**src/rtl/cache_pkg.sv**
```systemverilog
// Shared types for the write-back buffer: default widths, the buffered entry
// record and the drain FSM state encoding.
package cache_pkg;
    localparam int DATA_WIDTH    = 32;
    localparam int ADDRESS_WIDTH = 32;

    typedef struct packed {
        logic                     valid;
        logic [ADDRESS_WIDTH-1:0] address;
        logic [DATA_WIDTH-1:0]    data;
    } wb_entry_t;

    typedef enum logic {
        IDLE  = 1'b0,
        WRITE = 1'b1
    } drain_state_t;
endpackage

```
**src/rtl/write_back_buffer_if.sv**
```systemverilog
// Eviction, memory-write and lookup signals of the write-back buffer; master is
// the cache/memory side, slave is the buffer.
interface write_back_buffer_if #(
    parameter int DATA_WIDTH    = cache_pkg::DATA_WIDTH,
    parameter int ADDRESS_WIDTH = cache_pkg::ADDRESS_WIDTH
);
    logic                     wb_valid;
    logic [ADDRESS_WIDTH-1:0] wb_address;
    logic [DATA_WIDTH-1:0]    wb_data;
    logic                     wb_full;
    logic                     mem_write_enable;
    logic [ADDRESS_WIDTH-1:0] mem_address;
    logic [DATA_WIDTH-1:0]    mem_write_data;
    logic                     mem_ack;
    logic [ADDRESS_WIDTH-1:0] lookup_address;
    logic                     lookup_hit;
    logic [DATA_WIDTH-1:0]    lookup_data;

    modport master (
        output wb_valid, wb_address, wb_data, mem_ack, lookup_address,
        input  wb_full, mem_write_enable, mem_address, mem_write_data, lookup_hit, lookup_data
    );

    modport slave (
        input  wb_valid, wb_address, wb_data, mem_ack, lookup_address,
        output wb_full, mem_write_enable, mem_address, mem_write_data, lookup_hit, lookup_data
    );
endinterface

```
**src/rtl/wb_lookup_match.sv**
```systemverilog
// Compares one address (word granularity) against every buffer entry and
// reports the youngest match, scanning in age order starting at the head.
module wb_lookup_match #(
    parameter int  ADDRESS_WIDTH = 32,
    parameter int  DEPTH         = 4,
    localparam int PTR_W         = $clog2(DEPTH)
) (
    input  logic [DEPTH-1:0]                    valid,
    input  logic [DEPTH-1:0][ADDRESS_WIDTH-1:0] addresses,
    input  logic [PTR_W-1:0]                    head,
    input  logic [ADDRESS_WIDTH-1:0]            query,
    output logic                                hit,
    output logic [PTR_W-1:0]                    index
);
    localparam logic [ADDRESS_WIDTH-1:0] WORD_MASK = ~ADDRESS_WIDTH'(3);

    logic [PTR_W-1:0] idx;

    // Later iterations are younger, so the last match found wins.
    always_comb begin
        hit   = 1'b0;
        index = '0;
        idx   = '0;
        for (int k = 0; k < DEPTH; k++) begin
            idx = head + PTR_W'(k);
            if (valid[idx] && (((addresses[idx] ^ query) & WORD_MASK) == '0)) begin
                hit   = 1'b1;
                index = idx;
            end
        end
    end
endmodule

```
**src/rtl/write_back_buffer.sv**
```systemverilog
// Write-back buffer: queues dirty evictions until memory accepts them, merges
// repeat evictions of the same word and serves buffered data to cache misses.
//
// state | meaning
// IDLE  | memory port quiet; leaves as soon as any entry is buffered
// WRITE | head entry in flight on the memory port until mem_ack pops it
module write_back_buffer #(
    parameter int DATA_WIDTH    = cache_pkg::DATA_WIDTH,
    parameter int ADDRESS_WIDTH = cache_pkg::ADDRESS_WIDTH,
    parameter int DEPTH         = 4
) (
    input logic                clk,
    input logic                rst,
    write_back_buffer_if.slave bus
);
    import cache_pkg::*;

    localparam int PTR_W = $clog2(DEPTH);

    wb_entry_t [DEPTH-1:0]               entries;
    logic [PTR_W-1:0]                    head;
    logic [PTR_W-1:0]                    tail;
    logic [PTR_W:0]                      count;
    logic [PTR_W:0]                      count_next;
    drain_state_t                        state;
    drain_state_t                        state_next;

    logic [DEPTH-1:0]                    valid_all;
    logic [DEPTH-1:0]                    valid_free;
    logic [DEPTH-1:0][ADDRESS_WIDTH-1:0] entry_address;
    logic                                coal_hit;
    logic [PTR_W-1:0]                    coal_idx;
    logic                                look_hit;
    logic [PTR_W-1:0]                    look_idx;
    logic                                alloc;
    logic                                pop;

    // The in-flight head is excluded from merging so the memory port stays stable.
    always_comb begin
        for (int i = 0; i < DEPTH; i++) begin
            valid_all[i]     = entries[i].valid;
            entry_address[i] = entries[i].address;
        end
        valid_free = valid_all;
        if (state == WRITE) begin
            valid_free[head] = 1'b0;
        end
    end

    wb_lookup_match #(.ADDRESS_WIDTH(ADDRESS_WIDTH), .DEPTH(DEPTH)) u_coalesce (
        .valid     (valid_free),
        .addresses (entry_address),
        .head      (head),
        .query     (bus.wb_address),
        .hit       (coal_hit),
        .index     (coal_idx)
    );

    wb_lookup_match #(.ADDRESS_WIDTH(ADDRESS_WIDTH), .DEPTH(DEPTH)) u_lookup (
        .valid     (valid_all),
        .addresses (entry_address),
        .head      (head),
        .query     (bus.lookup_address),
        .hit       (look_hit),
        .index     (look_idx)
    );

    assign bus.wb_full = (count == (PTR_W+1)'(DEPTH));
    assign alloc       = bus.wb_valid && !coal_hit && !bus.wb_full;
    assign pop         = (state == WRITE) && bus.mem_ack;
    assign count_next  = count + (PTR_W+1)'(alloc) - (PTR_W+1)'(pop);

    always_comb begin
        state_next = state;
        case (state)
            IDLE:    if (count != '0) state_next = WRITE;
            WRITE:   if (pop && (count_next == '0)) state_next = IDLE;
            default: state_next = IDLE;
        endcase
    end

    always_ff @(posedge clk) begin
        if (rst) begin
            state <= IDLE;
            head  <= '0;
            tail  <= '0;
            count <= '0;
            for (int i = 0; i < DEPTH; i++) begin
                entries[i].valid <= 1'b0;
            end
        end else begin
            state <= state_next;
            count <= count_next;
            if (pop) begin
                entries[head].valid <= 1'b0;
                head                <= head + PTR_W'(1);
            end
            if (bus.wb_valid && coal_hit) begin
                entries[coal_idx].data <= bus.wb_data;
            end else if (alloc) begin
                entries[tail].valid   <= 1'b1;
                entries[tail].address <= bus.wb_address;
                entries[tail].data    <= bus.wb_data;
                tail                  <= tail + PTR_W'(1);
            end
        end
    end

    assign bus.mem_write_enable = (state == WRITE);
    assign bus.mem_address      = (state == WRITE) ? entries[head].address : '0;
    assign bus.mem_write_data   = (state == WRITE) ? entries[head].data : '0;
    assign bus.lookup_hit       = look_hit;
    assign bus.lookup_data      = look_hit ? entries[look_idx].data : '0;
endmodule

```
**src/flat_wrapper.sv**
```systemverilog
// flat-port wrapper written by rule: the top's interface ports become plain ports
module write_back_buffer_flat import cache_pkg::*;
#(
    parameter int DATA_WIDTH    = cache_pkg::DATA_WIDTH,
    parameter int ADDRESS_WIDTH = cache_pkg::ADDRESS_WIDTH,
    parameter int DEPTH         = 4
)
  (clk, rst, bus_wb_valid, bus_wb_address, bus_wb_data, bus_mem_ack, bus_lookup_address, bus_wb_full, bus_mem_write_enable, bus_mem_address, bus_mem_write_data, bus_lookup_hit, bus_lookup_data);
  write_back_buffer_if #(.DATA_WIDTH(DATA_WIDTH), .ADDRESS_WIDTH(ADDRESS_WIDTH)) bus_i ();
  input logic clk;
  input logic rst;
  input wire logic [$bits(bus_i.wb_valid)-1:0] bus_wb_valid;
  input wire logic [$bits(bus_i.wb_address)-1:0] bus_wb_address;
  input wire logic [$bits(bus_i.wb_data)-1:0] bus_wb_data;
  input wire logic [$bits(bus_i.mem_ack)-1:0] bus_mem_ack;
  input wire logic [$bits(bus_i.lookup_address)-1:0] bus_lookup_address;
  output wire logic [$bits(bus_i.wb_full)-1:0] bus_wb_full;
  output wire logic [$bits(bus_i.mem_write_enable)-1:0] bus_mem_write_enable;
  output wire logic [$bits(bus_i.mem_address)-1:0] bus_mem_address;
  output wire logic [$bits(bus_i.mem_write_data)-1:0] bus_mem_write_data;
  output wire logic [$bits(bus_i.lookup_hit)-1:0] bus_lookup_hit;
  output wire logic [$bits(bus_i.lookup_data)-1:0] bus_lookup_data;
  assign bus_i.wb_valid = bus_wb_valid;
  assign bus_i.wb_address = bus_wb_address;
  assign bus_i.wb_data = bus_wb_data;
  assign bus_i.mem_ack = bus_mem_ack;
  assign bus_i.lookup_address = bus_lookup_address;
  assign bus_wb_full = bus_i.wb_full;
  assign bus_mem_write_enable = bus_i.mem_write_enable;
  assign bus_mem_address = bus_i.mem_address;
  assign bus_mem_write_data = bus_i.mem_write_data;
  assign bus_lookup_hit = bus_i.lookup_hit;
  assign bus_lookup_data = bus_i.lookup_data;
  write_back_buffer #(.DATA_WIDTH(DATA_WIDTH), .ADDRESS_WIDTH(ADDRESS_WIDTH), .DEPTH(DEPTH)) u_core (.clk(clk), .rst(rst), .bus(bus_i));
endmodule
```
**config.mk**
```make
export PLATFORM = sky130hd
export DESIGN_NAME = write_back_buffer_flat
export DESIGN_NICKNAME = d
export VERILOG_FILES = /design/src/rtl/cache_pkg.sv /design/src/rtl/write_back_buffer_if.sv /design/src/rtl/wb_lookup_match.sv /design/src/rtl/write_back_buffer.sv /design/src/flat_wrapper.sv
export SDC_FILE = /design/constraint.sdc
export NUM_CORES = 1
export LEC_CHECK = 0
export BUFFER_PORTS_ARGS = -buffer_cell sky130_fd_sc_hd__buf_2
export CORE_ASPECT_RATIO = 1.25
export CORE_MARGIN = 8
export CORE_UTILIZATION = 56
export DETAILED_ROUTE_END_ITERATION = 16
export GPL_ROUTABILITY_DRIVEN = 0
export PLACE_DENSITY = 0.81
export SLEW_MARGIN = 20
export SYNTH_ARGS = -nofsm -noshare
export SYNTH_HDL_FRONTEND = slang
export SYNTH_HIERARCHICAL = 1
export SYNTH_SLANG_ARGS = --single-unit
```
**constraint.sdc**
```tcl
create_clock -name clk -period 4.83 [get_ports clk]
set_clock_uncertainty 0.15 [all_clocks]
set_input_delay 0.2415 -clock clk [delete_from_list [all_inputs] [get_ports clk]]
set_output_delay 0.2415 -clock clk [all_outputs]
set_load 0.05 [all_outputs]
```
# Word-level counts from Yosys, hierarchy flattened
# Cells that the tools add are included.
# op_classes
add_sub_neg,6
reduce_logical,29
magnitude_cmp,10
bitwise_logic,12
n_mux,72
n_eq_ne,1
# op_table
cell,n
bitwise mux 260 bit,5
2-to-1 mux 260 bit,4
demux 65 bit (select 2 bit),5
2-to-1 mux 32 bit,10
binary-select mux 65 bit (select 2 bit),2
binary-select mux 32 bit (select 2 bit),4
logical NOT 32 bit,8
XOR 32 bit,8
2-to-1 mux 65 bit,2
2-to-1 mux 64 bit,2
"less-than comparator 2 x 3 -> 1 bit, second input constant",7
2-to-1 mux 1 bit,19
binary-select mux 1 bit (select 2 bit),8
logical AND 1 bit,16
2-to-1 mux 2 bit,8
"greater-or-equal comparator 2 x 1 -> 1 bit, second input constant",3
"adder 2 x 1 -> 2 bit, second input constant",2
"adder 2 bit, second input constant",2
bitwise AND 4 bit,1
2-to-1 mux 4 bit,1
NOT 4 bit,1
adder 3 x 1 -> 3 bit,1
"equality test 3 bit, second input constant",1
logical NOT 3 bit,1
7 further kinds,9
# word_totals
word_cells,146
reg_bits,268
inputBits,100

# Logic depth before layout (Yosys ltp)
# logic_depth
depth_word,23
mapped_depth,22
depth_no_buf,18

# Hierarchy
# The synthesis kept the hierarchy.
# modules_own_cells
mod,cells_per_inst,area_each_um2,instances
write_back_buffer,871,13223.9,1
wb_lookup_match,527,4702.0,2

# Worst setup path before layout
# OpenSTA, ideal clock, no wires.
# synth_path
path_type,register -> register
startpoint,reg u_core/head[1] (netlist name)
endpoint,"reg u_core/entries[130] in the netlist's numbering, enable pin"
setup_time_ns,0.432
path_buffers,2
required_time_ns,4.248
setup_slack_ns,-0.394
stages_incl_launch_ff,15
period_less_slack_ns,5.224
t_arrival_ns,4.642
path_cell_list,dfxtp_1 buf_2 buf_2 inv_1 ha_1 a21boi_0 a32oi_1 nor3_1 a21oi_1 or4b_1 o22ai_2 a31oi_1 o221ai_1 nand4b_1 a21oi_1
# synth_rtl
item,line,rtl
"end, declared",write_back_buffer.sv:20,wb_entry_t [DEPTH-1:0] entries;

# Worst setup path in the final report
# layout_path
startpoint,reg u_core.head[1]
endpoint,out bus_lookup_data[23]
# layout_between
elab_chain_cells,12
# layout_lines
item,line,rtl
"start, declared",write_back_buffer.sv:21,logic [PTR_W-1:0] head;
"start signal, assigned",write_back_buffer.sv:96,head <= head + PTR_W'(1);
adder 2 x 1 -> 2 bit or binary-select mux 32 bit (select 2 bit) (tied branches),"wb_lookup_match.sv:25, wb_lookup_match.sv:26",
binary-select mux 32 bit (select 2 bit) or 2-to-1 mux 32 bit (tied branches),wb_lookup_match.sv:26,if (valid[idx] && (((addresses[idx] ^ query) & WORD_MASK) == '0)) begin
2-to-1 mux 32 bit (not written as such) or XOR 32 bit (tied branches),wb_lookup_match.sv:26,
XOR 32 bit or logical NOT 32 bit (tied branches),wb_lookup_match.sv:26,
logical NOT 32 bit or logical AND 1 bit (tied branches),wb_lookup_match.sv:26,
logical AND 1 bit or 2-to-1 mux 2 bit (tied branches),wb_lookup_match.sv:26,
2-to-1 mux 2 bit (2 in a row),wb_lookup_match.sv:26,
2-to-1 mux 2 bit *,wb_lookup_match.sv:26,
via u_core.look_idx[0],write_back_buffer.sv:34,logic [PTR_W-1:0] look_idx;
binary-select mux 65 bit (select 2 bit) *,write_back_buffer.sv:113,assign bus.lookup_data = look_hit ? entries[look_idx].data : '0;
2-to-1 mux 32 bit (not written as such) *,write_back_buffer.sv:113,
2-to-1 mux 32 bit *,write_back_buffer.sv:113,
"end, declared",flat_wrapper.sv:22,output wire logic [$bits(bus_i.lookup_data)-1:0] bus_lookup_data;
# Mark *: on every way through the listed nets, which the timed path passes. The rest lies on a longest branch. The select of a mux whose other input is x is not followed.

==> summary.md <==
| Metric | Value |
|---|---|
| Outcome | finished, violations left |
| Failing checks | negative setup slack |
| Compound-gate portion of the synthesized area | 7.17% |
| Post-synthesis instance area | 22600 µm² |
| Critical Path Max Stage Delay | 0.52 ns |
| Post-route ant nets | 0 |
| Crit path launch | u_core/head[1] |
| Aggregate global routing overflow | 0 |
| Die extent in x | 196 µm |
| Row count | 82 |
| Reg2reg start | u_core/head[0] |
| Crit path buffers/inverters | 6 |
| Slew margin rel. | 47.5% |
| CTS Buf Count | 25 |
| Synth Instances | 1925 |
| Post-Synth Adder-Cell Area | 0.641% |
| Vias/cell | 7.06 |
| Max Cap Viol | 0 |
| Syn nets | 2036 |
| Number of synthesized flops with an enable pin | 256 |
| Reg2reg end | u_core/entries[12] |
| Warnings, synthesis | 6 |
| Sw frac | 39.5% |
| Leakage power | 9.32 nW |
| Final Max Slew Viols | 0 |
| DR pass1 iterations | 6 |
| CTS clk-pin slew, worst paths | 0.07 ns |
| Placed inst area | 25000 µm² |
| Initial antenna violation count | 8 |
| Routed vias | 19400 |
| Clock share of power | 21.5% |
| Synth Area in XOR/XNOR | 7.86% |
| Power Density | 345 nW/µm² |
| Comb power frac | 48.0% |
| Overall routed net length | 83400 µm |
| Syn Area/Cell | 11.8 µm² |
| Crit path arrival time | 4.73 ns |
| DR iter-0 viols | 2799 |
| Post-DP HPWL | 55200 µm |
| Seq pwr share | 30.5% |
| Final Core Density | 69.0% |
| Post-route setup slack | -0.292 ns |
| P_sw | 0.00375 W |
| CP Data Required Time | 4.44 ns |
| Mux share of post-synthesis cell area | 28.9% |
| Busiest metal layer after global routing | met2 |
| CP Depth | 15 |
| R2r worst-path depth | 18 |
| Worst setup SP type | flip-flop |
| Routed WL per cell | 30.4 µm |
| Combinational family with the most area after synthesis | multiplexers |
| Met3 Track Usage GR | 9.15% |
| Top Ports | 199 |
| # clock sinks | 268 |
| Most frequent cell after synthesis | edfxtp_1 |
| Worst-Margin Slew | 0.782 ns |
| First-pass GRT wire length | 122000 µm |
| Share of cells above drive strength 1 | 33.4% |
| Layout Nets | 2333 |
| CP endpoint | bus_lookup_data[23] |
| Core Box Area | 40000 µm² |
| Simple-Gate Fraction of Synth Area | 15.3% |
| CTS Buffer Depth | 3 |
| Crit path cell chain | buf_4 > buf_12 > buf_4 > mux2i_1 > mux2_2 > a31oi_1 > nand4_1 > a211o_1 > o311a_1 > a21oi_4 > buf_12 > clkbuf_16 > mux4_2 > and2_4 > buf_8 |
| R2R Setup Slk | 0.04 ns |
| Max VDD drop | 0.000359 V |
| Area Overhead vs Synth | 22.0% |
| Clk root buf | clkbuf_16 |
| Commonest cells in the netlist | edfxtp_1 (256), and2_1 (234), mux2i_1 (232) |
| Met1 usage | 39.0% |
| Slowest stage cell, crit path | mux4_2 |
| GRT Util Overall | 34.4% |
| Int Pwr | 0.00575 W |
| Final Instance Area | 27600 µm² |
| Port buffer count | 196 |
| Synth top area share | 34.0% |
| Crit path capture type | output pin |
| RSZ-0062 raised after global routing | yes |
| CTS tree | done |
| Vias in the first global route | 19300 |
| Max Fanout on Critical Path | 6 |
| Final setup violation count | 32 |
| Clk_lat worst skew | 0.56 ns |
| Hold Path Class | in2reg |
| Post-layout min period | 5.12 ns |
| Fillers | 2684 |
| Die ar. | 47100 µm² |
| Fmax | 195 MHz |
| Maximum number of pins on one net before global-route repair | 59 |
| Synth area leader | edfxtp_1 |
| Critical path type | reg2out |
| Initial Utilization | 56.6% |
| Synth area leaders | edfxtp_1 (34%), mux4_2 (18%), mux2i_1 (10%) |
| Top delay family on crit path | multiplexers |
| Met2 Use GR | 57.2% |
| #FFs+latches synth | 268 |
| Final worst-path cycle share | 106% |
| Final Hold Fails | 0 |
| Die Y | 241 µm |
| Seq/Total Area, Yosys | 35.0% |
| H-Tree Depth | 1 |
| Post-synth top flop | edfxtp_1 |
| Drc violations | 0 |
| Asr flop ratio synth | 0% |
| Netlist cell types | 69 |
final cells by class:
cell class	count	area, µm²	area share, %
sequential	268	7940	28.8
timing repair buffer	439	3880	14.1
multi-input combinational	1454	14200	51.3
inverter	34	128	0.462
tap	504	631	2.28
clock inverter	16	154	0.558
clock buffer	30	686	2.48
antenna	4	10.0	0.0363
timing repair:
action                                  CTS  global route
pin swaps                                 5            20
hold endpoints to repair                178             0
cloned                                    5             3
resized for setup                       133            62
setup buffers                            32             7
endpoints found under the setup margin   33           355
hold buffers                             45             0
power by group through the flow:
stage               sequential, W  clock (W)  combinational [W]
global route              0.00291    0.00215            0.00472
CTS                       0.00288    0.00206            0.00432
floorplan                 0.00287          0            0.00297
global placement          0.00294          0            0.00401
finish                    0.00290    0.00205            0.00456
detailed placement        0.00296          0            0.00408
placed cells by master (no fill, tap or decap), drive strengths merged, types with 6 or more instances in the layout:
cell type / instances
a2111oi: 10
a211oi: 17
a21oi: 43
a221oi: 12
a22oi: 8
a31oi: 9
a32oi: 6
and2: 234
buf: 388
clkbuf: 33
clkinv: 13
dfxtp: 12
dlygate4sd3: 45
edfxtp: 256
ha: 10
inv: 34
mux2: 10
mux2i: 234
mux4: 180
nand2: 45
nand2b: 7
nand3: 25
nand4: 35
nor2: 45
nor2b: 132
nor3: 20
nor4: 11
nor4b: 6
o211ai: 12
o21ai: 45
o22ai: 20
o2bb2ai: 8
or4: 8
xnor2: 167
xor2: 36
logic make-up after synthesis:
family,Yosys count
adder cells (fa/ha/maj),11
multiplexers,424
buffers and inverters,203
flip-flops,268
XOR/XNOR,203
AND/OR/NAND/NOR,585
AO/OA/AOI/OAI,231
flip-flops by register name, summed over array words and instances (netlist names):
| register | flops |
|---|---|
| u_core/count | 3 |
| u_core/entries | 260 |
| u_core/head | 2 |
| u_core/tail | 2 |
| u_core/bus.mem_write_enable | 1 |
worst min path at each step:
stage	to	depth (start not counted)	slack, ns	from
finish	u_core/entries[192]	2	0.03	bus_wb_address[30]
global route	u_core/entries[122]	2	0.02	bus_wb_address[25]
CTS	u_core/entries[62]	2	0.005	bus_wb_address[30]
detailed placement	u_core/tail[0]	2	0.36	u_core/tail[0]
global placement	u_core/tail[0]	2	0.35	u_core/tail[0]
floorplan	u_core/head[1]	2	0.25	bus_mem_ack
metal layers:
layer | share of wire [%] | up-vias
met4 | 8.1 | 10
met2 | 47 | 1669
met3 | 13 | 430
li1 | - | 7906
met5 | 0.077 | -
met1 | 32 | 9390
stage by stage:
stage	instances	hold slack [ns]	TNS, ns	worst slack, ns	total power (W)
floorplan	1925	0.252	0	0.211	0.00584
global placement	2610	0.348	0	0.0737	0.00695
detailed placement	2612	0.364	0	0.00695	0.00704
CTS	2737	0.00468	-3.66	-0.157	0.00927
global route	2746	0.0241	-10.42	-0.352	0.00978
finish	2749	0.0326	-7.97	-0.292	0.00951
Note: power is estimated with default switching activity, not from simulation.
